$ cat src/rtl/dcache_sa_wt.sv
// dcache_sa_wt: set-associative, write-through, no-write-allocate data cache
// for the M stage. Read misses fill a whole line word by word over a
// variable-latency request/ack port; stores are always written through.
// Optional feature macro: DCACHE_PERF_CNT_EN adds ReadHitCnt/ReadMissCnt.
module dcache_sa_wt #(
    parameter int DATA_WIDTH     = 32,
    parameter int ADDR_WIDTH     = 32,
    parameter int SETS           = 8,
    parameter int WAYS           = 2,
    parameter int WORDS_PER_LINE = 4
) (
    input  logic                  CLK,
    input  logic                  RST,
    input  logic                  MemRead,
    input  logic                  MemWrite,
    input  logic [ADDR_WIDTH-1:0] A,
    input  logic [DATA_WIDTH-1:0] WD,
    input  logic                  WE0,
    input  logic                  WE1,
    input  logic                  WE2,
    input  logic                  WE3,
    output logic [DATA_WIDTH-1:0] RD,
    output logic                  hit,
    output logic                  StallM,
    output logic                  MemReq,
    output logic                  MemWE,
    output logic [ADDR_WIDTH-1:0] MemA,
    output logic [DATA_WIDTH-1:0] MemWD,
    output logic [3:0]            MemBE,
    input  logic [DATA_WIDTH-1:0] MemRD,
`ifdef DCACHE_PERF_CNT_EN
    output logic [31:0]           ReadHitCnt,
    output logic [31:0]           ReadMissCnt,
`endif
    input  logic                  MemAck
);

    localparam int OFF_W    = $clog2(WORDS_PER_LINE);
    localparam int WORD_W   = (OFF_W > 0) ? OFF_W : 1;
    localparam int IDX_W    = $clog2(SETS);
    localparam int WAY_W    = (WAYS > 1) ? $clog2(WAYS) : 1;
    localparam int LINE_LSB = 2 + OFF_W;
    localparam int BASE_W   = ADDR_WIDTH - LINE_LSB;
    localparam int TAG_W    = BASE_W - IDX_W;

    typedef enum logic [1:0] {IDLE, FILL, WRITE} state_t;

    state_t                  state_q, state_d;
    logic                    req_q, req_d, we_q, we_d;
    logic [ADDR_WIDTH-1:0]   addr_q, addr_d;
    logic [DATA_WIDTH-1:0]   wd_q, wd_d;
    logic [3:0]              be_q, be_d;
    logic [WORD_W-1:0]       cnt_q, cnt_d;
    logic [BASE_W-1:0]       base_q, base_d;
    logic [WAY_W-1:0]        victim_q, victim_d;

    logic [WAYS-1:0]         valid_q [SETS];
    logic [WAY_W-1:0]        rr_q    [SETS];
    logic [TAG_W-1:0]        tag_q   [SETS][WAYS];
    logic [DATA_WIDTH-1:0]   data_q  [SETS][WAYS][WORDS_PER_LINE];

    logic [ADDR_WIDTH-3:0]   lk_line;
    logic [IDX_W-1:0]        lk_set;
    logic [TAG_W-1:0]        lk_tag;
    logic [WORD_W-1:0]       lk_word;
    logic                    lk_hit, vict_found;
    logic [WAY_W-1:0]        lk_way, vict_sel;
    logic                    fill_wr, fill_done, merge_wr;
    logic [IDX_W-1:0]        fset;

    assign fset = base_q[IDX_W-1:0];

    // Tag lookup: pipeline address in IDLE, held store address in WRITE.
    always_comb begin
        lk_line    = (state_q == IDLE) ? A[ADDR_WIDTH-1:2] : addr_q[ADDR_WIDTH-1:2];
        lk_set     = lk_line[OFF_W +: IDX_W];
        lk_tag     = lk_line[ADDR_WIDTH-3 -: TAG_W];
        lk_word    = (WORDS_PER_LINE > 1) ? lk_line[WORD_W-1:0] : '0;
        lk_hit     = 1'b0;
        lk_way     = '0;
        vict_found = 1'b0;
        vict_sel   = rr_q[lk_set];
        for (int w = 0; w < WAYS; w++) begin
            if (!lk_hit && valid_q[lk_set][w] && (tag_q[lk_set][w] == lk_tag)) begin
                lk_hit = 1'b1;
                lk_way = WAY_W'(w);
            end
            if (!vict_found && !valid_q[lk_set][w]) begin
                vict_found = 1'b1;
                vict_sel   = WAY_W'(w);
            end
        end
    end

    assign hit = (state_q == IDLE) && lk_hit;
    assign RD  = hit ? data_q[lk_set][lk_way][lk_word] : '0;

    // Next-state, request register updates and stall generation.
    always_comb begin
        state_d   = state_q;
        req_d     = req_q;
        we_d      = we_q;
        addr_d    = addr_q;
        wd_d      = wd_q;
        be_d      = be_q;
        cnt_d     = cnt_q;
        base_d    = base_q;
        victim_d  = victim_q;
        StallM    = 1'b0;
        fill_wr   = 1'b0;
        fill_done = 1'b0;
        merge_wr  = 1'b0;
        case (state_q)
            IDLE: begin
                if (MemWrite) begin
                    StallM  = 1'b1;
                    state_d = WRITE;
                    req_d   = 1'b1;
                    we_d    = 1'b1;
                    addr_d  = A & ~ADDR_WIDTH'(3);
                    wd_d    = WD;
                    be_d    = {WE3, WE2, WE1, WE0};
                end else if (MemRead && !lk_hit) begin
                    StallM   = 1'b1;
                    state_d  = FILL;
                    req_d    = 1'b1;
                    we_d     = 1'b0;
                    base_d   = A[ADDR_WIDTH-1:LINE_LSB];
                    addr_d   = {A[ADDR_WIDTH-1:LINE_LSB], LINE_LSB'(0)};
                    cnt_d    = '0;
                    victim_d = vict_sel;
                end
            end
            FILL: begin
                StallM = 1'b1;
                if (MemAck) begin
                    fill_wr = 1'b1;
                    if (cnt_q == WORD_W'(WORDS_PER_LINE - 1)) begin
                        fill_done = 1'b1;
                        state_d   = IDLE;
                        req_d     = 1'b0;
                    end else begin
                        cnt_d  = cnt_q + 1'b1;
                        addr_d = addr_q + ADDR_WIDTH'(4);
                    end
                end
            end
            WRITE: begin
                StallM = ~MemAck;
                if (MemAck) begin
                    merge_wr = lk_hit;
                    state_d  = IDLE;
                    req_d    = 1'b0;
                    we_d     = 1'b0;
                end
            end
            default: state_d = IDLE;
        endcase
    end

    // FSM state and memory-port request registers.
    always_ff @(posedge CLK) begin
        if (RST) begin
            state_q <= IDLE;
            req_q   <= 1'b0;
            we_q    <= 1'b0;
            addr_q  <= '0;
            wd_q    <= '0;
            be_q    <= '0;
            cnt_q   <= '0;
        end else begin
            state_q <= state_d;
            req_q   <= req_d;
            we_q    <= we_d;
            addr_q  <= addr_d;
            wd_q    <= wd_d;
            be_q    <= be_d;
            cnt_q   <= cnt_d;
        end
    end

    // Fill target line/way, only meaningful while a fill is in flight.
    always_ff @(posedge CLK) begin
        base_q   <= base_d;
        victim_q <= victim_d;
    end

    // Valid bits and round-robin pointers; a line turns valid only after its last word.
    always_ff @(posedge CLK) begin
        if (RST) begin
            for (int s = 0; s < SETS; s++) begin
                valid_q[s] <= '0;
                rr_q[s]    <= '0;
            end
        end else if (fill_done) begin
            valid_q[fset][victim_q] <= 1'b1;
            rr_q[fset] <= (rr_q[fset] == WAY_W'(WAYS - 1)) ? '0 : rr_q[fset] + 1'b1;
        end
    end

    // Tag and data arrays: fill words land in the victim way, store bytes merge into a resident line.
    always_ff @(posedge CLK) begin
        if (fill_done) begin
            tag_q[fset][victim_q] <= base_q[BASE_W-1:IDX_W];
        end
        if (fill_wr) begin
            data_q[fset][victim_q][cnt_q] <= MemRD;
        end
        if (merge_wr) begin
            for (int b = 0; b < 4; b++) begin
                if (be_q[b]) begin
                    data_q[lk_set][lk_way][lk_word][8*b +: 8] <= wd_q[8*b +: 8];
                end
            end
        end
    end

    assign MemReq = req_q;
    assign MemWE  = we_q;
    assign MemA   = addr_q;
    assign MemWD  = wd_q;
    assign MemBE  = be_q;

`ifdef DCACHE_PERF_CNT_EN
    logic [31:0] hcnt_q, mcnt_q;

    // Load hit/miss counters, sampled on IDLE load lookups only.
    always_ff @(posedge CLK) begin
        if (RST) begin
            hcnt_q <= '0;
            mcnt_q <= '0;
        end else if ((state_q == IDLE) && MemRead && !MemWrite) begin
            if (lk_hit) hcnt_q <= hcnt_q + 32'd1;
            else        mcnt_q <= mcnt_q + 32'd1;
        end
    end

    assign ReadHitCnt  = hcnt_q;
    assign ReadMissCnt = mcnt_q;
`endif

endmodule

$ cat config.mk
export PLATFORM = sky130hd
export DESIGN_NAME = dcache_sa_wt
export DESIGN_NICKNAME = d
export VERILOG_FILES = /design/src/rtl/dcache_sa_wt.sv
export SDC_FILE = /design/constraint.sdc
export NUM_CORES = 2
export LEC_CHECK = 0
export CORE_ASPECT_RATIO = 1.75
export CORE_MARGIN = 2
export CORE_UTILIZATION = 50
export DETAILED_ROUTE_END_ITERATION = 10
export GPL_TIMING_DRIVEN = 0
export PLACE_DENSITY = 0.68
export SETUP_SLACK_MARGIN = 0.15
export SYNTH_ARGS = -nofsm -noshare
export SYNTH_HDL_FRONTEND = slang
export SYNTH_SLANG_ARGS = --single-unit
$ cat constraint.sdc
create_clock -name CLK -period 5.7 [get_ports CLK]
set_input_delay 0.855 -clock CLK [delete_from_list [all_inputs] [get_ports CLK]]
set_output_delay 0.855 -clock CLK [all_outputs]
set_load 0.05 [all_outputs]
### Word level (Yosys, flattened, before mapping)

Memories as Yosys holds them, arrays and structs flattened. A register that Yosys moved wholly into a read port is not among the register bits.
Index checks and enable logic that the tools add are counted.

* register bits: 103
* RAM bits: 2472
* output and inout port bits: 104
* memories: 4

* $add $sub $neg: 3
* magnitude comparators: 10
* eq/ne operators: 12
* multiplexer cells: 871
* bitwise logic cells: 774
* reduce and logical (&&, ||, !) cells: 28

Memories
* data_q: words 8, width 256, rd ports 1, clocked after Yosys merged registers in 0, wr ports 1, line 60 `logic [DATA_WIDTH-1:0] data_q [SETS][WAYS][WORDS_PER_LINE];`
* tag_q: words 8, width 50, rd ports 1, clocked after Yosys merged registers in 0, wr ports 1, line 59 `logic [TAG_W-1:0] tag_q [SETS][WAYS];`
* valid_q: words 8, width 2, rd ports 1, clocked after Yosys merged registers in 0, wr ports 8, line 57 `logic [WAYS-1:0] valid_q [SETS];`
* rr_q: words 8, width 1, rd ports 2, clocked after Yosys merged registers in 1, wr ports 8, line 58 `logic [WAY_W-1:0] rr_q [SETS];`

Operators with widths (count)
* 256-bit two-way mux: 7
* 128-bit two-way mux: 8
* 1-bit two-way mux: 806
* 1-bit OR: 768
* 128-bit demux with 1-bit select: 5
* 32-bit demux with 2-bit select: 5
* 32-bit two-way mux: 9
* 256-bit OR reduction: 1
* 32-bit binary-select mux with 2-bit select: 1
* 32-bit one-hot mux with 2 select lines: 1
* 25-bit == test: 2
* 50-bit two-way mux: 1
* 32-bit by 3-bit adder with 32-bit output (second input constant): 1
* 30-bit two-way mux: 1
* 25-bit demux with 1-bit select: 1
* 25-bit two-way mux: 1
* 2-bit two-way mux: 12
* 24-bit two-way mux: 1
* 16-bit two-way mux: 1
* 3-bit two-way mux: 4
* 1-bit logical AND: 11
* 2-bit inequality test (second input constant): 5
* 5-bit AND reduction: 2
* 8-bit two-way mux: 1
* other kinds (29): 43

### Logic depth before layout (Yosys ltp)

An unclocked memory read counts as a cell.

* depth after elaboration: 21
* mapped depth: 22
* gate-level depth less buffers: 13

### Worst setup path before layout

No wires, ideal clock.

* path kind: in2out
* start: input port A[5]
* end: output port RD[26]
* data arrival time: 4952 ps
* data required time: 4845 ps
* slack: -107 ps
* stages: 15
* path buffers: 5
* cell sequence: mux2_1 buf_4 mux4_2 mux2i_1 xor2_1 or4_1 nor4_1 nand4_1 buf_4 nand2_8 buf_6 buf_4 buf_4 nand4_1 a221oi_1

* word-level cells in the longest chain between the ends: 17

Ends and longest elaborated chain
* start, declared: line 16 `input logic [ADDR_WIDTH-1:0] A,`
* 30-bit two-way mux *: line 75 `lk_line = (state_q == IDLE) ? A[ADDR_WIDTH-1:2] : addr_q[ADDR_WIDTH-1:2];`
* memory 8 x 50 bit
* 25-bit == test: line 84 `if (!lk_hit && valid_q[lk_set][w] && (tag_q[lk_set][w] == lk_tag)) begin`
* 1-bit logical AND: line 84
* 1-bit two-way mux: line 84
* 1-bit logical NOT: line 84
* 1-bit logical AND (2 in a row): line 84
* 1-bit two-way mux: line 84
* 1-bit NOT with 2-bit output (implied by the code): line 96 `assign RD = hit ? data_q[lk_set][lk_way][lk_word] : '0;`
* 128-bit two-way mux (implied by the code) (3 in a row): line 96
* 32-bit binary-select mux with 2-bit select: line 96
* 32-bit two-way mux (implied by the code) (2 in a row): line 96
* 32-bit two-way mux *: line 96
* end, declared: line 22 `output logic [DATA_WIDTH-1:0] RD,`

Mark *: on every way between the ends. The rest lies on a longest branch, timed or not. The select of a mux whose other input is x is not followed.

### Final worst setup path

* start: register state_q[1]
* end: output port RD[15]

* word-level cells in the longest chain between the ends: 18

Ends and longest elaborated chain
* start, declared: line 48 `state_t state_q, state_d;`
* start signal, assigned: line 172 `state_q <= state_d;`
* 2-bit logical NOT *: line 75, 95
* 30-bit two-way mux: line 75
* memory 8 x 50 bit
* 25-bit == test: line 84
* 1-bit logical AND: line 84
* 1-bit two-way mux: line 84
* 1-bit logical NOT: line 84
* 1-bit logical AND (2 in a row): line 84
* 1-bit two-way mux: line 84
* 1-bit NOT with 2-bit output (implied by the code): line 96
* 128-bit two-way mux (implied by the code) (3 in a row): line 96
* 32-bit binary-select mux with 2-bit select: line 96
* 32-bit two-way mux (implied by the code) (2 in a row): line 96
* 32-bit two-way mux *: line 96

Marks and branches as above.

==> impl_metrics.yaml <==
clocking:
  path_clk_slew_ps: 60
  cts_tree: "yes"
  numCtsBuffers: 226
  hold_buffers: 0
  clockBufferDepth: 4
  htreeDepth: 4
  clock-sinks: 2576
  root_buffer: "clkbuf_16"
  clk_latency_ps: 940
pwr:
  power_frac_seq: 0.478
  power.density_mw_per_mm2: 359
  peakVddDrop_mv: 0.278
  switching_share: 0.278
  p_int_w: 0.0317
  p_leak_nw: 38.7
  p_comb_frac: 0.173
  clock_power_share: 0.348
  power.switching_w: 0.0122
placed_design:
  dp_slack_ps: -3760
  place_congestion: 1.04
  hpwlAfterDp_um: 253000
  io_buffers: 204
  dpl_cell_area_mm2: 0.109
global_routing:
  busiest_layer: "met2"
  grt_use_total: 0.350
  met3_usage: 0.0797
  use_met1: 0.350
  grt_pass1_vias: 59100
  overflow: 0
  use_met2: 0.578
  grt_max_degree: 65
  antenna_found_initial: 11
  grt_pass1_wl_um: 489000
logic_synthesis:
  ys_warn_count: 0
  syn_area_mm2: 0.103
  synth.distinct_cells: 74
  synth_top_flop_cell: "edfxtp_1"
  synth-seq-cells: 2576
  ys_seq_area_frac: 0.746
  synth_edf_count: 2485
  avgSynthCellArea_um2: 18.8
  syn_inst: 5450
  synthArstFlopShare: 0
sta:
  timing.fmax_mhz: 144
  fin_crit_ps: 6920
  worstMarginPinSlew_ps: 1500
  maxSlewHeadroom: 0.00242
  hold_violations: 0
  layout_setup_ws_ps: -1220
  slew_viol_final: 0
  timing.hold.ws_ps: 477
  skew_ps: 62.1
  setup_tns_ps: -34590
  fin_crit_sh: 1.21
  rsz0062_at_grt: "true"
  setup_viol: 128
job:
  drv_cap: 1
worst_setup_path:
  critPathLaunchType: "register"
  r2r_start: "state_q[1]$_SDFFE_PP0P_"
  r2r_cells: 19
  crit_chain: "inv_4 > ha_4 > buf_8 > buf_4 > buf_4 > mux2i_2 > buf_6 > clkbuf_1 > clkbuf_1 > nand2_1 > nand3_1 > nand3_1 > o21ai_1 > o2111ai_2 > a21oi_2 > buf_6"
  crit_arrival_ps: 6070
  r2r_slack_ps: -80
  crit_path_max_incr_delay_ps: 1100
  worst-path-max-fanout: 10
  end_kind: "output port"
  reg2reg_to: "data_q[1][6]$_DFFE_PP_"
  cp_data_required_time_ps: 4850
  crit_slowest_cell: "clkbuf_1"
  crit_type: "register to output port"
floorplanning:
  die_y_um: 603
  core_mm2: 0.204
  initial_utilization: 0.504
  die_w_um: 346
  io_pins: 209
  floorplan.rows: 219
  fp.dieArea_mm2: 0.209
hold_path:
  hold_depth: 2
  hold_start: "valid_q[2][1]$_DFF_P_"
  hold_path_end: "valid_q[2][1]$_DFF_P_"
  hold_path.class: "register to register"
layout:
  syn_to_final_growth_pct: 19.3
  register_area_mm2: 0.0765
  multi_input_area_mm2: 0.0282
  design_area_mm2: 0.122
  nets: 6164
  final_cell_mix: "edfxtp_1, nand2_1, mux4_2"
  nFillCells: 14300
  layout-drive-gt1-share: 0.308
  final_common_cell: "edfxtp_1"
drt:
  routed_wl_um: 373000
  antenna_left: 0
  dr.pass1.iters: 8
  wl_per_cell_um: 42.0
  drc: 0
  vias: 60200
  viasPerCell: 6.79
  initialDrtViolationCount: 8276
status:
  violations: "capacitance limit, setup timing"
  status: "finished, violations left"
[Yosys cell counts, types with 6 or more instances]
cell type,count,area [um^2]
buf_2,119,596
edfxtp_1,2485,74600
mux4_2,536,12100
o31ai_1,6,45.0
buf_1,24,90.1
nand4_1,34,213
nand4b_1,6,52.6
nand2_1,560,2100
inv_1,18,67.6
o21ai_0,30,150
ha_1,11,138
a211oi_1,19,143
nor3_1,13,65.1
xnor2_1,12,105
or3_1,12,75.1
and2_1,11,68.8
xor2_1,12,105
nor2b_1,7,43.8
dfxtp_1,91,1820
a21o_1,19,143
nand3_1,103,515
a311oi_1,6,52.6
buf_4,31,233
a21oi_1,108,541
a32o_1,10,100
a32oi_1,120,1050
nor2_1,361,1360
a31oi_1,15,93.8
a21oi_2,20,175
nor4_1,13,81.3
clkbuf_1,139,522
buf_6,12,135
a311o_1,18,180
o21bai_1,8,60.1
and3_1,24,150
o22ai_1,8,50.1
o2111ai_1,6,52.6
mux2_2,65,732
a221oi_2,17,255
mux2i_1,267,2670
[cell type report]
| cell class | instances | area share |
|---|---|---|
| flip-flops and latches | 2576 | 0.625 |
| plain buffers | 325 | 0.0230 |
| well taps | 2652 | 0.0271 |
| inverters | 18 | 0.000624 |
| clock inverters | 116 | 0.00897 |
| repair buffers | 366 | 0.0358 |
| multi-input cells | 2535 | 0.231 |
| clock buffers | 278 | 0.0485 |
| diodes | 6 | 0.000123 |
[routing by layer]
| layer | vias to the layer above | share of wire |
|---|---|---|
| met2 | 4554 | 0.48 |
| met3 | 1569 | 0.098 |
| met4 | 2 | 0.13 |
| met5 | - | 0.000035 |
| met1 | 30900 | 0.28 |
| li1 | 23200 | - |
[flip-flops by register name, summed over array words and instances (netlist names), 2 cells and up, named ones only]
register / flops
tag_q: 400
rr_q: 8
base_q: 28
MemWD: 32
data_q: 2048
MemBE: 4
cnt_q: 2
state_q: 2
valid_q: 16
MemA: 30
[critical path: cells and delay by family (launching register included)]
kind	cells	cell delay, ps
AND/OR/NAND/NOR	3	360
adder cells (fa/ha/maj)	1	150
AO/OA/AOI/OAI	3	830
multiplexers	1	400
flip-flops	1	360
buffers and inverters	8	3010
[logic make-up after synthesis]
logic type / share of synthesized area
mux: 0.152
other cells: 0.0000366
xor+xnor: 0.00205
buf+inv: 0.0160
simple gates: 0.0487
flops: 0.746
compound gates: 0.0345
fa+ha+maj: 0.00134
[repair_timing]
| item | CTS | global route |
|---|---|---|
| buffers inserted | 94 | 29 |
| cloned | 8 | 7 |
| gates resized for setup | 1092 | 345 |
| pin swaps | 82 | 51 |
| endpoints found under the setup margin | 4193 | 4081 |
| hold endpoints to repair | 0 | 0 |
[worst max path at each step]
stage                                  startpoint      to  cells past startpoint
after floorplan                              A[5]  RD[15]                     15
after global placement                       A[5]  RD[30]                     16
after detailed placement                     A[5]  RD[26]                     16
after CTS                 state_q[1]$_SDFFE_PP0P_  RD[17]                     21
after global routing      state_q[1]$_SDFFE_PP0P_  RD[23]                     22
final                     state_q[1]$_SDFFE_PP0P_  RD[15]                     16
[power by group through the flow]
stage	logic [W]	registers [W]	clock network [W]
2_1_floorplan	0.00337	0.0215	0
3_3_place_gp	0.00647	0.0214	0
3_5_place_dp	0.00654	0.0214	0
4_1_cts	0.00715	0.0210	0.0152
5_1_grt	0.00757	0.0210	0.0158
6_report	0.00761	0.0210	0.0153
[through the flow]
step,total power (W),utilization,instances
after floorplan,0.0249,-,5451
after CTS,0.0433,0.591,8828
after global routing,0.0444,0.601,8867
after global placement,0.0279,0.530,8307
after detailed placement,0.0279,0.534,8332
final,0.0439,0.601,8872
Note: power is estimated with default switching activity, not from simulation.
